### src/rtl/z3_to_z1_serializer.sv
// Polyphase-to-serial recombiner: one N-sample frame in, N serial samples out (oldest first).
// Optional completed-frame counter enabled by defining Z3TOZ1_FRAME_CNT_EN.
module z3_to_z1_serializer #(
    parameter int W = 11,
    parameter int N = 3
) (
    input  logic                  clk,
    input  logic                  reset,
    input  logic signed [W-1:0]   in_data [0:N-1],
    input  logic                  in_valid,
    output logic                  in_ready,
    output logic signed [W-1:0]   out_data,
    output logic                  out_valid,
    input  logic                  out_ready,
    output logic [$clog2(N)-1:0]  out_phase,
    output logic                  out_first,
    output logic [15:0]           frame_cnt
);

    localparam int PW = $clog2(N);
    localparam logic [PW-1:0] P_LAST = PW'(N - 1);

    logic signed [W-1:0] cur_q [0:N-1];
    logic signed [W-1:0] cur_d [0:N-1];
    logic signed [W-1:0] nxt_q [0:N-1];
    logic signed [W-1:0] nxt_d [0:N-1];
    logic                active_q, active_d;
    logic                nxt_valid_q, nxt_valid_d;
    logic [PW-1:0]       p_q, p_d;

    logic                accept;
    logic                xfer;
    logic                done;
    logic [PW-1:0]       rd_idx;

    assign in_ready  = !nxt_valid_q;
    assign out_valid = active_q;
    assign rd_idx    = P_LAST - p_q;
    assign out_data  = cur_q[rd_idx];
    assign out_phase = p_q;
    assign out_first = active_q && (p_q == '0);

    assign accept = in_valid && in_ready;
    assign xfer   = active_q && out_ready;
    assign done   = xfer && (p_q == P_LAST);

    always_comb begin
        cur_d       = cur_q;
        nxt_d       = nxt_q;
        active_d    = active_q;
        nxt_valid_d = nxt_valid_q;
        p_d         = p_q;

        if (done) begin
            p_d = '0;
            if (nxt_valid_q) begin
                cur_d       = nxt_q;
                nxt_valid_d = 1'b0;
            end else if (accept) begin
                // Pending slot empty: the incoming frame goes straight into service.
                cur_d = in_data;
            end else begin
                active_d = 1'b0;
            end
        end else if (xfer) begin
            p_d = p_q + PW'(1);
        end

        if (accept && !active_q) begin
            cur_d    = in_data;
            active_d = 1'b1;
            p_d      = '0;
        end else if (accept && !done) begin
            nxt_d       = in_data;
            nxt_valid_d = 1'b1;
        end
    end

    always_ff @(posedge clk or posedge reset) begin
        if (reset) begin
            for (int unsigned i = 0; i < N; i++) begin
                cur_q[i] <= '0;
                nxt_q[i] <= '0;
            end
            active_q    <= 1'b0;
            nxt_valid_q <= 1'b0;
            p_q         <= '0;
        end else begin
            cur_q       <= cur_d;
            nxt_q       <= nxt_d;
            active_q    <= active_d;
            nxt_valid_q <= nxt_valid_d;
            p_q         <= p_d;
        end
    end

`ifdef Z3TOZ1_FRAME_CNT_EN
    logic [15:0] cnt_q, cnt_d;

    always_comb begin
        cnt_d = cnt_q;
        if (done) begin
            cnt_d = cnt_q + 16'd1;
        end
    end

    always_ff @(posedge clk or posedge reset) begin
        if (reset) begin
            cnt_q <= '0;
        end else begin
            cnt_q <= cnt_d;
        end
    end

    assign frame_cnt = cnt_q;
`else
    assign frame_cnt = '0;
`endif

endmodule

### config.mk
export PLATFORM = sky130hd
export DESIGN_NAME = z3_to_z1_serializer
export DESIGN_NICKNAME = d
export VERILOG_FILES = /design/src/rtl/z3_to_z1_serializer.sv
export SDC_FILE = /design/constraint.sdc
export NUM_CORES = 1
export LEC_CHECK = 0
export CAP_MARGIN = 10
export CORE_UTILIZATION = 44
export CTS_CLUSTER_SIZE = 20
export DETAILED_ROUTE_END_ITERATION = 12
export PLACE_DENSITY = 0.75
export SLEW_MARGIN = 10
export SYNTH_ARGS = -nofsm -noshare
export SYNTH_HDL_FRONTEND = slang
export SYNTH_SLANG_ARGS = --single-unit
### constraint.sdc
create_clock -name clk -period 3.4 [get_ports clk]
set_clock_uncertainty 0.05 [all_clocks]
set_input_delay 0.68 -clock clk [delete_from_list [all_inputs] [get_ports clk]]
set_output_delay 0.68 -clock clk [all_outputs]
set_load 0.02 [all_outputs]
# After elaboration in Yosys (flattened, before gate mapping)
# Index checks and enable logic that the tools add are counted.
# totals
out_inout_bits	32
mem_bits_ro	0
mem_count	0
latch_bits	0
ram_bits	0
reg_bits	70
# classes
n_eq_ne	3
n_shift	0
reduce_logical	16
div_mod_pow	0
n_addsub	2
magnitude_cmp	1
mux	17
multipliers	0
bitwise_logic	2
# op_table
operator	n
2-to-1 mux 33 bit	4
binary-select mux 11 bit (select 2 bit)	1
2-to-1 mux 11 bit	2
2-to-1 mux 1 bit	7
logical AND 1 bit	6
2-to-1 mux 2 bit	3
nonzero test 3 bit	2
inequality test 2 x 1 -> 1 bit (second input constant)	2
AND reduction 2 bit	2
>= comparator 3 bit (second input constant)	1
logical NOT 1 bit	3
inverter 2 -> 3 bit	1
AND reduction 3 bit	1
adder 2 x 1 -> 2 bit (second input constant)	1
equality test 2 bit (second input constant)	1
logical NOT 2 bit	1
nonzero test 2 bit	1
subtractor 2 bit (first input constant)	1
inverter 1 bit	1

# Longest topological paths before layout
# logic_depth
ltp_word	6
depth_mapped	7
depth_no_buf	5

# Least setup slack after synthesis
# OpenSTA, ideal clock, no wires.
# synth_timing
path_kind	flip-flop to output port
start	reg p_q[0] (netlist: out_phase[0])
end	out out_data[0]
arrival_ns	2.012
slack_ns	0.658
required_time_ns	2.670
path_stages_with_launch	7
path_cell_list	dfrtp_1 > clkbuf_1 > inv_1 > ha_1 > buf_2 > mux2i_1 > o21ai_0
# synth_between
elab_chain_cells	5
# synth_lines
item	line	text
start: declaration	29	logic [PW-1:0] p_q, p_d;
start signal: assignment	93	p_q <= p_d;
subtractor 2 bit	38	assign rd_idx = P_LAST - p_q;
inverter 2 -> 3 bit (implied by the code)	39	assign out_data = cur_q[rd_idx];
binary-select mux 11 bit (select 2 bit)	39	
2-to-1 mux 11 bit (implied by the code) (2 in a row)	39	
end: declaration	12	output logic signed [W-1:0] out_data,
# No other way between the ends. The select of a mux whose other input is x is not followed.

# Final worst setup path
# layout_timing
start	reg p_q[1] (netlist: out_phase[1])
end	out out_data[1]
# Same word-level chain as after synthesis.

==> metrics <==
outcome=finished clean; vias in the first global route=2208; # DRC=0; Top delay family on crit path=buffers and inverters; P&R area growth vs syn=21.86%; initial antenna violation count=0; Max transition margin=54.63%; Initial Utilization=45.41%; worst-path fanout max=11; CTS tree=built; I/O pin count=69; share of cells above drive strength 1=between 30% and 40%; final WL=~6.6 mm; P_int=2.986 mW; vias=2099; Cell Chain, Critical Path=inv_1, ha_1, and2_1, nand2_1, o21ai_0, clkdlybuf4s50_1; Critical Path Slowest Stage Cell=clkdlybuf4s50_1; Power Dens Cells=1057 mW/mm^2; total track usage=17.47%; Fin Setup TNS=0 ns; Post-CTS Setup Inserts=0; Yosys cell types=23; Post-DP HPWL=4.463 mm; drt initial violations=93; Min-Delay Path Class=reg -> reg; Post-Synthesis Cell Area=0.003491 sq mm; Comb power frac=between 40% and 50%; Flop pwr share=between 30% and 40%; endpoint class of the critical path=primary output; fin crit period=between 3 and 4 ns; Tot Pwr=about 4.5 mW; syn avg cell area=approximately 14 sq um; diode count=0; Reg area=0.001752 sq mm; sequential area share after synthesis=50.18%; maximum vdd drop=541.1 uV; max cap viols=0; startpoint types=flip-flop; endpoints failing setup=0; Num CTS Buffers=9; cts hold-fix bufs=0; slowest stage delay, CP=0.64 ns; maximum root-to-sink buffer count=2; drt pass-1 iters=6; Setup WS post-layout=between 0.2 and 0.3 ns; Overflow after GRT=0; post-place setup slack=0.6282 ns; Sw Share=roughly 34%; slew of the pin with the lowest slew margin=between 0.6 and 0.7 ns; RSZ-0062 raised after global routing=false; clk sinks=70; gate count of the mapped netlist=257; Fill cells=~660; Ys Warns=0; final worst path period share=91.41%; most frequent cells in the layout=96 x mux2_2, 70 x dfrtp_1, 52 x clkdlybuf4s50_1; path type of the worst setup path=reg -> out; largest net degree at the start of global routing=34; Placed Cells=402; WP data required=approximately 2.7 ns; worst skew pair latency=between 0.3 and 0.4 ns; die area=~0.0083 sq mm; max-slew violations=0; IO buf count=52; clock root cell=clkbuf_8; fmax=321.8 MHz; die height=between 90 and 100 um; Yosys reg bits=70; multi-input combinational cell area=0.001543 sq mm; Pleak=1.840 nW; Arr. time, crit path=2.38 ns; Die W=91.07 um; most common cell after layout, fill and taps aside=mux2_2; power share of the clock group=18.4%; post-DR vias/cell=5.022; Core ar.=0.007687 sq mm; Post-Layout Cell Count=418; Avg WL per Cell=15.79 um; endpoints failing hold=0; P_sw=1.512 mW; critical path buffer and inverter count=2; Reg clk slew, reported paths=0.07 ns; Final ANT Viol Nets=0; NumNets Final=approximately 350; H-tree levels=3; first-pass GRT wire length=11.03 mm; Final GP Congestion=between 0.6 and 0.7; Site Rows=32; Post-CTS Resized=0
-- power by group through the flow --
stage	registers [mW]	logic (mW)	clock network, mW
5_1_grt	1.57	2.33	0.874
3_5_place_dp	1.53	2.17	0
6_report	1.51	2.16	0.826
2_1_floorplan	1.43	1.66	0
3_3_place_gp	1.50	2.14	0
4_1_cts	1.51	2.19	0.843
-- per-stage QoR --
stage	hold slack, ns	instance area (sq um)	util (%)
final	0.4367	4254	55.34
after floorplan	0.4079	3547	-
after CTS	0.4398	4254	55.34
after global placement	0.4191	4006	52.12
after detailed placement	0.4246	4006	52.12
after global routing	0.4527	4254	55.34
-- registers in the layout, indices dropped and copies added (netlist names) --
name and flops:
nxt_valid_q 1, out_valid 1, out_phase 2, cur_q 33, nxt_q 33
-- per-layer routing --
metal  track usage [%]  routed length (um)
met2             28.72                3226
met4             5.291                  61
met1             22.46                3009
met3             4.858                 302
met5                 0                   0
-- cells in the mapped netlist (all sizes together) --
master | instances | share of area [%]
nand2b | 1 | 0.18
o31ai | 1 | 0.22
conb | 1 | 0.11
nand2 | 15 | 1.7
mux2i | 11 | 3.2
a22oi | 1 | 0.61
a31oi | 1 | 0.18
buf | 28 | 6.5
inv | 5 | 0.54
a21oi | 1 | 0.14
o21ai | 13 | 1.9
nand4 | 1 | 0.61
mux2 | 99 | 32
clkbuf | 2 | 0.22
and2 | 2 | 0.36
o32ai | 1 | 0.25
ha | 3 | 1.1
dfrtp | 70 | 50
o211ai | 1 | 0.22
-- path summary, 6_finish.rpt --
check                             start           to  slack, ns  depth (start not counted)
hold reg to reg               cur_q[21]    cur_q[21]       0.44                          1
max in group asynchronous         reset    nxt_q[21]       1.96                          3
setup reg to reg            nxt_valid_q    cur_q[20]       1.21                          4
hold / removal                cur_q[21]    cur_q[21]       0.44                          1
min in group asynchronous         reset    nxt_q[24]       0.63                          2
setup / recovery           out_phase[1]  out_data[1]       0.29                          6
-- area by class of cell --
type | instances | share of cell area, %
multi-input cells | 167 | 36.26
well taps | 102 | 3.000
repair buffers | 58 | 13.29
clock buffers | 11 | 3.324
inverters | 5 | 0.4412
clock inverters | 5 | 2.500
flip-flops and latches | 70 | 41.18
-- cell families after synthesis --
logic type	after synthesis	synth area share, %
compound gates	19	3.477
fa+ha+maj	3	1.075
buf+inv	35	7.240
flops	70	50.18
mux	110	35.09
other cells	1	0.1074
simple gates	19	2.832
Note: power is estimated with default switching activity, not from simulation.
